==> src/rtl/rice_pkg.sv <==
// Shared widths, types and constants for the Rice unmapping path.
package rice_pkg;

  localparam int SAMPLE_W = 10;
  localparam int J_MAX    = 32;
  localparam int BLK_W    = J_MAX * SAMPLE_W;

  typedef logic [SAMPLE_W-1:0] sample_t;
  typedef logic [SAMPLE_W-1:0] sym_t;
  typedef logic [BLK_W-1:0]    blk_t;

  localparam sample_t XMIN = {SAMPLE_W{1'b0}};
  localparam sample_t XMAX = {SAMPLE_W{1'b1}};

  typedef enum logic [0:0] {
    ST_IDLE = 1'b0,
    ST_RUN  = 1'b1
  } state_e;

  // Symbol 0 sits in the MSBs of the block bus.
  function automatic sym_t get_sym(input blk_t data, input logic [4:0] k);
    return data[BLK_W-1 - int'(k)*SAMPLE_W -: SAMPLE_W];
  endfunction

endpackage

==> src/rtl/rice_inv_map.sv <==
// Combinational inverse of the prediction-error mapping: (predictor, mapped symbol) -> sample.
module rice_inv_map
  import rice_pkg::*;
(
  input  sample_t p_i,
  input  sym_t    d_i,
  output sample_t x_o
);

  sample_t                   lo_s;
  sample_t                   hi_s;
  sample_t                   theta_s;
  logic                      low_side_s;
  logic signed [SAMPLE_W+1:0] d_w_s;
  logic signed [SAMPLE_W+1:0] th_w_s;
  logic signed [SAMPLE_W+1:0] p_w_s;
  logic signed [SAMPLE_W+1:0] res_s;
  logic signed [SAMPLE_W+1:0] x_w_s;

  assign lo_s       = p_i - XMIN;
  assign hi_s       = XMAX - p_i;
  assign low_side_s = (lo_s <= hi_s);
  assign theta_s    = low_side_s ? lo_s : hi_s;

  assign d_w_s  = $signed({2'b00, d_i});
  assign th_w_s = $signed({2'b00, theta_s});
  assign p_w_s  = $signed({2'b00, p_i});

  // Residual recovery; symbols beyond 2*theta can only lie on the roomier side.
  always_comb begin
    res_s = '0;
    if (d_w_s <= (th_w_s <<< 1)) begin
      if (!d_i[0]) begin
        res_s = d_w_s >>> 1;
      end else begin
        res_s = -((d_w_s + 12'sd1) >>> 1);
      end
    end else if (low_side_s) begin
      res_s = d_w_s - th_w_s;
    end else begin
      res_s = th_w_s - d_w_s;
    end
  end

  assign x_w_s = p_w_s + res_s;

  // Saturation only matters for illegal symbol streams.
  always_comb begin
    x_o = x_w_s[SAMPLE_W-1:0];
    if (x_w_s < $signed({2'b00, XMIN})) begin
      x_o = XMIN;
    end else if (x_w_s > $signed({2'b00, XMAX})) begin
      x_o = XMAX;
    end else begin
      x_o = x_w_s[SAMPLE_W-1:0];
    end
  end

endmodule

==> src/rtl/rice_unmapper.sv <==
// Accepts a block of mapped residuals and streams reconstructed samples one per cycle.
module rice_unmapper
  import rice_pkg::*;
(
  input  logic                clk,
  input  logic                reset,
  input  logic                blk_valid,
  output logic                blk_ready,
  input  logic [BLK_W-1:0]    blk_data,
  input  logic [5:0]          blk_j,
  input  logic                blk_ref,
  output logic                smp_valid,
  input  logic                smp_ready,
  output logic [SAMPLE_W-1:0] smp_data,
  output logic                smp_last
);

  state_e     state_q, state_d;
  logic [4:0] idx_q, idx_d;
  logic [5:0] jeff_q, jeff_d;
  blk_t       data_q, data_d;
  sample_t    pred_q, pred_d;
  sample_t    smp_data_q, smp_data_d;
  logic       smp_valid_q, smp_valid_d;
  logic       smp_last_q, smp_last_d;
  logic       blk_ready_q, blk_ready_d;

  logic       accept_s;
  logic [5:0] jeff_in_s;
  logic [5:0] idx_nxt_s;
  sample_t    map_p_s;
  sym_t       map_d_s;
  logic       bypass_s;
  sample_t    map_x_s;
  sample_t    x_s;

  assign accept_s  = (state_q == ST_IDLE) && blk_valid && blk_ready_q;
  assign jeff_in_s = (blk_j > 6'd32) ? 6'd32 : blk_j;
  assign idx_nxt_s = {1'b0, idx_q} + 6'd1;

  // In IDLE the mapper sees the incoming symbol 0; in RUN it precomputes the next sample.
  always_comb begin
    map_p_s  = pred_q;
    map_d_s  = get_sym(blk_data, 5'd0);
    bypass_s = blk_ref;
    if (state_q == ST_RUN) begin
      map_p_s  = smp_data_q;
      map_d_s  = get_sym(data_q, idx_nxt_s[4:0]);
      bypass_s = 1'b0;
    end else begin
      map_p_s  = pred_q;
      map_d_s  = get_sym(blk_data, 5'd0);
      bypass_s = blk_ref;
    end
  end

  rice_inv_map u_inv_map (
    .p_i (map_p_s),
    .d_i (map_d_s),
    .x_o (map_x_s)
  );

  assign x_s = bypass_s ? map_d_s : map_x_s;

  // Next-state and output-register logic.
  always_comb begin
    state_d     = state_q;
    idx_d       = idx_q;
    jeff_d      = jeff_q;
    data_d      = data_q;
    pred_d      = pred_q;
    smp_data_d  = smp_data_q;
    smp_valid_d = smp_valid_q;
    smp_last_d  = smp_last_q;
    case (state_q)
      ST_IDLE: begin
        if (accept_s) begin
          data_d = blk_data;
          jeff_d = jeff_in_s;
          if (jeff_in_s != 6'd0) begin
            state_d     = ST_RUN;
            idx_d       = 5'd0;
            smp_data_d  = x_s;
            smp_valid_d = 1'b1;
            smp_last_d  = (jeff_in_s == 6'd1);
          end else begin
            state_d = ST_IDLE;
          end
        end else begin
          state_d = ST_IDLE;
        end
      end
      ST_RUN: begin
        if (smp_valid_q && smp_ready) begin
          pred_d = smp_data_q;
          if (idx_nxt_s < jeff_q) begin
            idx_d      = idx_nxt_s[4:0];
            smp_data_d = x_s;
            smp_last_d = ((idx_nxt_s + 6'd1) == jeff_q);
          end else begin
            smp_valid_d = 1'b0;
            smp_last_d  = 1'b0;
            state_d     = ST_IDLE;
          end
        end else begin
          state_d = ST_RUN;
        end
      end
      default: begin
        state_d     = ST_IDLE;
        smp_valid_d = 1'b0;
        smp_last_d  = 1'b0;
      end
    endcase
    blk_ready_d = (state_d == ST_IDLE);
  end

  // State and output registers; reset drops any block in flight.
  always_ff @(posedge clk) begin
    if (reset) begin
      state_q     <= ST_IDLE;
      idx_q       <= 5'd0;
      jeff_q      <= 6'd0;
      data_q      <= '0;
      pred_q      <= XMIN;
      smp_data_q  <= {SAMPLE_W{1'b0}};
      smp_valid_q <= 1'b0;
      smp_last_q  <= 1'b0;
      blk_ready_q <= 1'b0;
    end else begin
      state_q     <= state_d;
      idx_q       <= idx_d;
      jeff_q      <= jeff_d;
      data_q      <= data_d;
      pred_q      <= pred_d;
      smp_data_q  <= smp_data_d;
      smp_valid_q <= smp_valid_d;
      smp_last_q  <= smp_last_d;
      blk_ready_q <= blk_ready_d;
    end
  end

  assign blk_ready = blk_ready_q;
  assign smp_valid = smp_valid_q;
  assign smp_data  = smp_data_q;
  assign smp_last  = smp_last_q;

endmodule

==> config.mk <==
export PLATFORM = sky130hd
export DESIGN_NAME = rice_unmapper
export DESIGN_NICKNAME = d
export VERILOG_FILES = /design/src/rtl/rice_pkg.sv /design/src/rtl/rice_inv_map.sv /design/src/rtl/rice_unmapper.sv
export SDC_FILE = /design/constraint.sdc
export NUM_CORES = 1
export LEC_CHECK = 0
export CORE_AREA = 2 2 276 196
export CTS_CLUSTER_SIZE = 25
export DETAILED_ROUTE_END_ITERATION = 10
export DIE_AREA = 0 0 278 198
export HOLD_SLACK_MARGIN = 0.08
export PLACE_DENSITY = 0.74
export SLEW_MARGIN = 15
export SYNTH_ARGS = -nofsm -noshare
export SYNTH_HDL_FRONTEND = slang
export SYNTH_SLANG_ARGS = --single-unit
==> constraint.sdc <==
create_clock -name clk -period 10.6 [get_ports clk]
set_input_delay 1.06 -clock clk [delete_from_list [all_inputs] [get_ports clk]]
set_output_delay 1.06 -clock clk [all_outputs]
set_load 0.005 [all_outputs]
# ---- Word-level counts from Yosys, hierarchy flattened
# Index checks and enable logic that the tools add are counted.
dict set report classes {
  eq_ne 7
  muxes 36
  magnitude_cmp 6
  shifts 1
  n_reduce_logical 9
  n_addsub 9
  n_bitwise 2
  multipliers 1
}
# cell count
set op_table {}
lappend op_table {{$shiftx A329 B10 Y10} 1}
lappend op_table {{$mux W10} 10}
lappend op_table {{$mux W12} 3}
lappend op_table {{$sub A10 B10 Y11} 2}
lappend op_table {{$mux W5} 4}
lappend op_table {{$pmux W10 S2} 1}
lappend op_table {{$mux W1} 13}
lappend op_table {{$add A11 B12 Y12} 1}
lappend op_table {{$gt A12 B11 Y1 const B} 1}
lappend op_table {{$lt A12 B1 Y1 const B} 1}
lappend op_table {{$neg A11 Y12} 1}
lappend op_table {{$add A10 B1 Y11 const B} 1}
lappend op_table {{$le A10 B11 Y1} 1}
lappend op_table {{$le A10 B10 Y1} 1}
lappend op_table {{$pmux W5 S2} 1}
lappend op_table {{$sub A10 B10 Y10 const A} 1}
lappend op_table {{$sub A9 B9 Y10 const A} 1}
lappend op_table {{$mul A5 B3 Y8 const B} 1}
lappend op_table {{$reduce_and A4 Y1} 2}
lappend op_table {{$add A5 B1 Y6 const B} 1}
lappend op_table {{$add A6 B1 Y6 const B} 1}
lappend op_table {{$eq A6 B1 Y1 const B} 1}
lappend op_table {{$eq A6 B6 Y1} 1}
lappend op_table {{$gt A6 B6 Y1 const B} 1}
lappend op_table {{other kinds (10)} 19}
dict set report word_totals {
  register_bits 355
  inputBits 331
  elab_cells 80
  output_inout_bits 13
}

# ---- Logic depth before layout (Yosys ltp)
dict set report depth {
  word_depth 17
  ltp_mapped 52
  depth_no_buf 42
}

# ---- By module
# Synthesis repeated with hierarchy kept, for this count alone.
dict set report unflattened {
  cells_unflattened 3357
  hier_area_um2 27112.3
}
# module seq_area_each_um2 cells_each instances area_per_inst_um2
set modules_own_cells {}
lappend modules_own_cells {rice_unmapper 7106.8 3050 1 24943.9}
lappend modules_own_cells {rice_inv_map 0.0 307 1 2168.3}

# ---- Worst setup path before layout
# OpenSTA, ideal clock, no wires.
dict set report synth_timing {
  path_kind {register to register}
  start {reg idx_q[0]}
  end {reg smp_data_q[1] (netlist: smp_data[1])}
  setup_ns 0.141
  required_ns 10.459
  setup_slack_ns -0.291
  period_less_slack_ns 10.891
  stages_incl_launch_ff 52
  n_path_buf 11
  t_arrival_ns 10.750
  path_cell_list {dfxtp_1 inv_1 clkbuf_1 clkbuf_1 buf_2 buf_1 ha_1 buf_6 buf_6 clkinv_1 clkbuf_1 ha_1 ha_1 fa_1 xor2_1 inv_2 clkbuf_1 ha_1 (+16 left out) a21o_1 a221oi_2 clkbuf_1 a21oi_1 ha_1 fa_1 a21o_1 a21o_1 a21oi_1 o21bai_1 a21o_1 a21o_1 a21o_1 a21oi_1 and2_1 nand4_1 a31oi_2 a221oi_1}
}
dict set report synth_via {
  elab_chain_len 17
  word_cells_on_any_way 27
  classes_between {7 x add/sub; 1 x mul; 4 x order compare; 1 x eq/ne; 1 x shift; 12 x mux; 1 x reduce/logical}
}
# element line_no
set synth_lines {}
lappend synth_lines {{start: declaration} rice_unmapper.sv:19} ;# logic [4:0] idx_q, idx_d;
lappend synth_lines {{start signal: assignment} rice_unmapper.sv:132} ;# idx_q <= idx_d;
lappend synth_lines {{$add A5 B1 Y6 *} rice_unmapper.sv:39} ;# assign idx_nxt_s = {1'b0, idx_q} + 6'd1;
lappend synth_lines {{$mul A5 B3 Y8} rice_pkg.sv:22} ;# return data[BLK_W-1 - int'(k)*SAMPLE_W -: SAMPLE_W];
lappend synth_lines {{$sub A9 B9 Y10} rice_pkg.sv:22}
lappend synth_lines {{$shiftx A329 B10 Y10} rice_pkg.sv:22}
lappend synth_lines {{$mux W10} rice_unmapper.sv:46} ;# if (state_q == ST_RUN) begin
lappend synth_lines {{$add A10 B1 Y11} rice_inv_map.sv:36} ;# res_s = -((d_w_s + 12'sd1) >>> 1);
lappend synth_lines {{$neg A11 Y12} rice_inv_map.sv:36}
lappend synth_lines {{$mux W12} rice_inv_map.sv:33} ;# if (!d_i[0]) begin
lappend synth_lines {{$mux W12} rice_inv_map.sv:32} ;# if (d_w_s <= (th_w_s <<< 1)) begin
lappend synth_lines {{$add A11 B12 Y12} rice_inv_map.sv:45} ;# assign x_w_s = p_w_s + res_s;
lappend synth_lines {{$gt A12 B11 Y1} rice_inv_map.sv:52} ;# end else if (x_w_s > $signed({2'b00, XMAX})) begin
lappend synth_lines {{$mux W10} rice_inv_map.sv:52}
lappend synth_lines {{$mux W10} rice_inv_map.sv:50} ;# if (x_w_s < $signed({2'b00, XMIN})) begin
lappend synth_lines {{$mux W10} rice_unmapper.sv:63} ;# assign x_s = bypass_s ? map_d_s : map_x_s;
lappend synth_lines {{$mux W10 (on tied branches)} {rice_unmapper.sv:96, rice_unmapper.sv:80}}
lappend synth_lines {{$mux W10 (on tied branches)} {rice_unmapper.sv:94, rice_unmapper.sv:77}}
lappend synth_lines {{$pmux W10 S2} rice_unmapper.sv:75} ;# case (state_q)
lappend synth_lines {{end signal: assignment} rice_unmapper.sv:126} ;# smp_data_q <= {SAMPLE_W{1'b0}};
lappend synth_lines {{end signal: assignment} rice_unmapper.sv:136} ;# smp_data_q <= smp_data_d;
lappend synth_lines {{end: declaration} rice_unmapper.sv:23} ;# sample_t smp_data_q, smp_data_d;
# Every way passes the cells marked *; elsewhere a longest branch is shown, timed or not. The select of a mux whose other input is x is not followed.
# A chain may end at the register's enable or synchronous reset.

# ---- Worst setup path after layout
# Same ends and word-level chain as after synthesis.

==> metrics.yaml <==
synthesis.area_um2: 27080
yosysSeqAreaShare_pct: 26.24
relSlewSlack_pct: 10.71
cts_tree: "done"
crit_arrival_ns: 10.40
min_period_ns: 9.933
antenna_found_initial: 10
initial_core_util_pct: 51.23
gr-total-overflow: 0
clk_pin_slew_ns: 0.07
drt_wl_total_mm: 113.1
htree_levels: 2
critPathMaxStageDelay_ns: 0.56
nets: 3823
powerDensity_nw_per_um2: 109.8
yosys.area.top_type: "dfxtp_1"
fillers: 4559
avgSynthCellArea_um2: 8.371
finalCritPeriodShare_pct: 93.71
leakagePower_uw: 0.01202
fp.dieW_um: 278
synth.distinct_cells: 92
viasPerCell: 6.704
hp-class: "reg -> reg"
critical-path-slowest-cell: "dfxtp_4"
grt_max_degree: 143
drt_iter0_markers: 4124
first_global_vias: 25890
synth_area_leaders: "dfxtp_1 (26%), mux4_2 (18%), nand2_1 (13%)"
numPortBuffers: 343
peakVddDrop_mv: 0.1216
clk_latency_ns: 0.57
via_count: 27880
ys_seq_elements: 355
hpwl_mm: 85.69
holdWs_ns: 0.4554
timing.max_cap.violations: 0
max_freq_ghz: 0.1007
rows: 71
grt_pass1_wl_mm: 169.0
worstPathRequired_ns: 11.07
core_area_um2: 52860
multi_input_area_um2: 18400
root_buffer: "clkbuf_16"
ant_nets: 0
seqCellArea_um2: 7111
crit_top_cell: "a21o_1"
setup_viol: 0
cp_max_fo: 18
syn_to_final_growth_pct: 18.15
async_reset_ff_share_pct: 0
drc_errors: 0
wl_per_cell_um: 27.21
die_h_um: 198
drive_gt1_share_pct: 12.27
firstDrtPassIters: 6
fin_skew_ns: 0.01687
status: "finished clean"
numCtsBuffers: 34
setup-tns-final_ns: 0
critPathKind: "reg -> reg"
syn_nets: 3625
dieArea_um2: 55040
final_cell_mix: "nand2_1 (907), a21oi_1 (415), dfxtp_1 (354), clkdlybuf4s50_1 (342), mux4_2 (214)"
ys.flop_type: "dfxtp_1"
endpoint_kind: "register"
synth_top_cell_area_share_pct: 26.24
gp_congestion: 1.041
synth_edf_count: 0
final_common_cell: "nand2_1"
pin_count: 344
netlist_instances: 3235
grt_usage_pct: 40.40
ys.warnings.count: 0
drv_slew: 0
cts.sinks: 355
critPathLaunchType: "register"
hold_violations: 0
worst_slew_pin_slew_ns: 1.334
grt_setup_unrepaired: "no"
cts_buffer_depth: 3
-- power by group --
| part | switching (µW) | total, µW | internal (µW) |
|---|---|---|---|
| Clock | 572 | 1300 | 726 |
| Combinational | 381 | 721 | 340 |
| Sequential | 94.1 | 1490 | 1400 |
| Total | 1050 | 3510 | 2460 |
-- state kept, by name (all words and copies together), names as in the netlist --
register   flops
idx_q          5
data_q       320
state_q        1
smp_valid      1
blk_ready      1
smp_data      10
jeff_q         6
pred_q        10
smp_last       1
-- layout make-up --
type	instances	share of cell area (%)
multi-input combinational	2547	57.51
sequential	355	22.22
timing repair buffer	436	13.19
clock buffer	40	2.886
tap	693	2.710
inverter	59	0.7078
clock inverter	18	0.6922
antenna	11	0.08604
-- worst paths after layout --
| kind | from | cells past startpoint | slack (ns) | to |
|---|---|---|---|---|
| hold / removal | pred_q[5] | 2 | 0.46 | pred_q[5] |
| hold reg to reg | pred_q[5] | 2 | 0.46 | pred_q[5] |
| setup reg to reg | idx_q[0] | 44 | 0.67 | smp_data[1] |
| setup / recovery | idx_q[0] | 44 | 0.67 | smp_data[1] |
-- repair_timing --
item                                    4_1_cts  5_1_grt
setup buffers                                 0        1
gates resized for setup                       0        1
endpoints found under the setup margin        0       10
hold buffers                                  0        0
-- Yosys cell counts, types with 9 or more instances --
| cell type | instances |
|---|---|
| inv_1 | 56 |
| buf_6 | 23 |
| buf_1 | 13 |
| mux2_2 | 25 |
| buf_2 | 41 |
| nand3_1 | 56 |
| o21a_1 | 10 |
| nand2b_1 | 12 |
| a31oi_1 | 33 |
| o22ai_1 | 19 |
| a221oi_1 | 9 |
| o211ai_1 | 14 |
| dfxtp_1 | 355 |
| xnor2_1 | 44 |
| clkbuf_1 | 154 |
| o21ai_0 | 51 |
| and2_1 | 11 |
| ha_1 | 55 |
| and3_1 | 13 |
| a21o_1 | 19 |
| nor4_1 | 12 |
| nand2_1 | 907 |
| nor2_1 | 98 |
| nor3_1 | 32 |
| a22oi_1 | 13 |
| o221ai_1 | 16 |
| a21oi_1 | 415 |
| mux4_2 | 214 |
| nor2b_1 | 21 |
| or3_1 | 9 |
| a32oi_1 | 23 |
| nand4_1 | 18 |
| a211oi_1 | 36 |
| mux2i_1 | 212 |
| buf_4 | 43 |
-- cells by family after synthesis --
| group | synth area share [%] |
|---|---|
| flip-flops | 26.24 |
| buffers and inverters | 6.039 |
| AND/OR/NAND/NOR | 18.70 |
| AO/OA/AOI/OAI | 17.49 |
| XOR/XNOR | 1.922 |
| multiplexers | 26.77 |
| adder cells (fa/ha/maj) | 2.837 |
-- through the flow --
step,setup slack [ns],util [%],instance area [µm²],instances,total power [µW]
floorplan,0.03670,-,27100,3235,1895
global placement,0.7623,58.28,30800,4089,2212
detailed placement,0.6361,58.28,30800,4089,2216
CTS,0.5590,60.45,31950,4147,3493
global route,0.04098,60.51,31980,4154,3627
finish,0.6668,60.53,31990,4159,3512
-- critical path: cells and delay by family, from the launching register on --
family	cells	cell delay (ns)
adder cells (fa/ha/maj)	7	2.50
flip-flops	1	0.56
AND/OR/NAND/NOR	8	1.09
XOR/XNOR	2	0.43
AO/OA/AOI/OAI	21	4.36
buffers and inverters	6	0.91
-- routing by layer --
| metal | wire [µm] | up-vias | global-route usage, % |
|---|---|---|---|
| met1 | 50640 | 13630 | 61.04 |
| met5 | 27 | - | 1.592 |
| met3 | 14030 | 238 | 10.82 |
| li1 | - | 12160 | - |
| met4 | 3567 | 4 | 11.81 |
| met2 | 44880 | 1842 | 55.50 |
(Power assumes the default switching activity.)
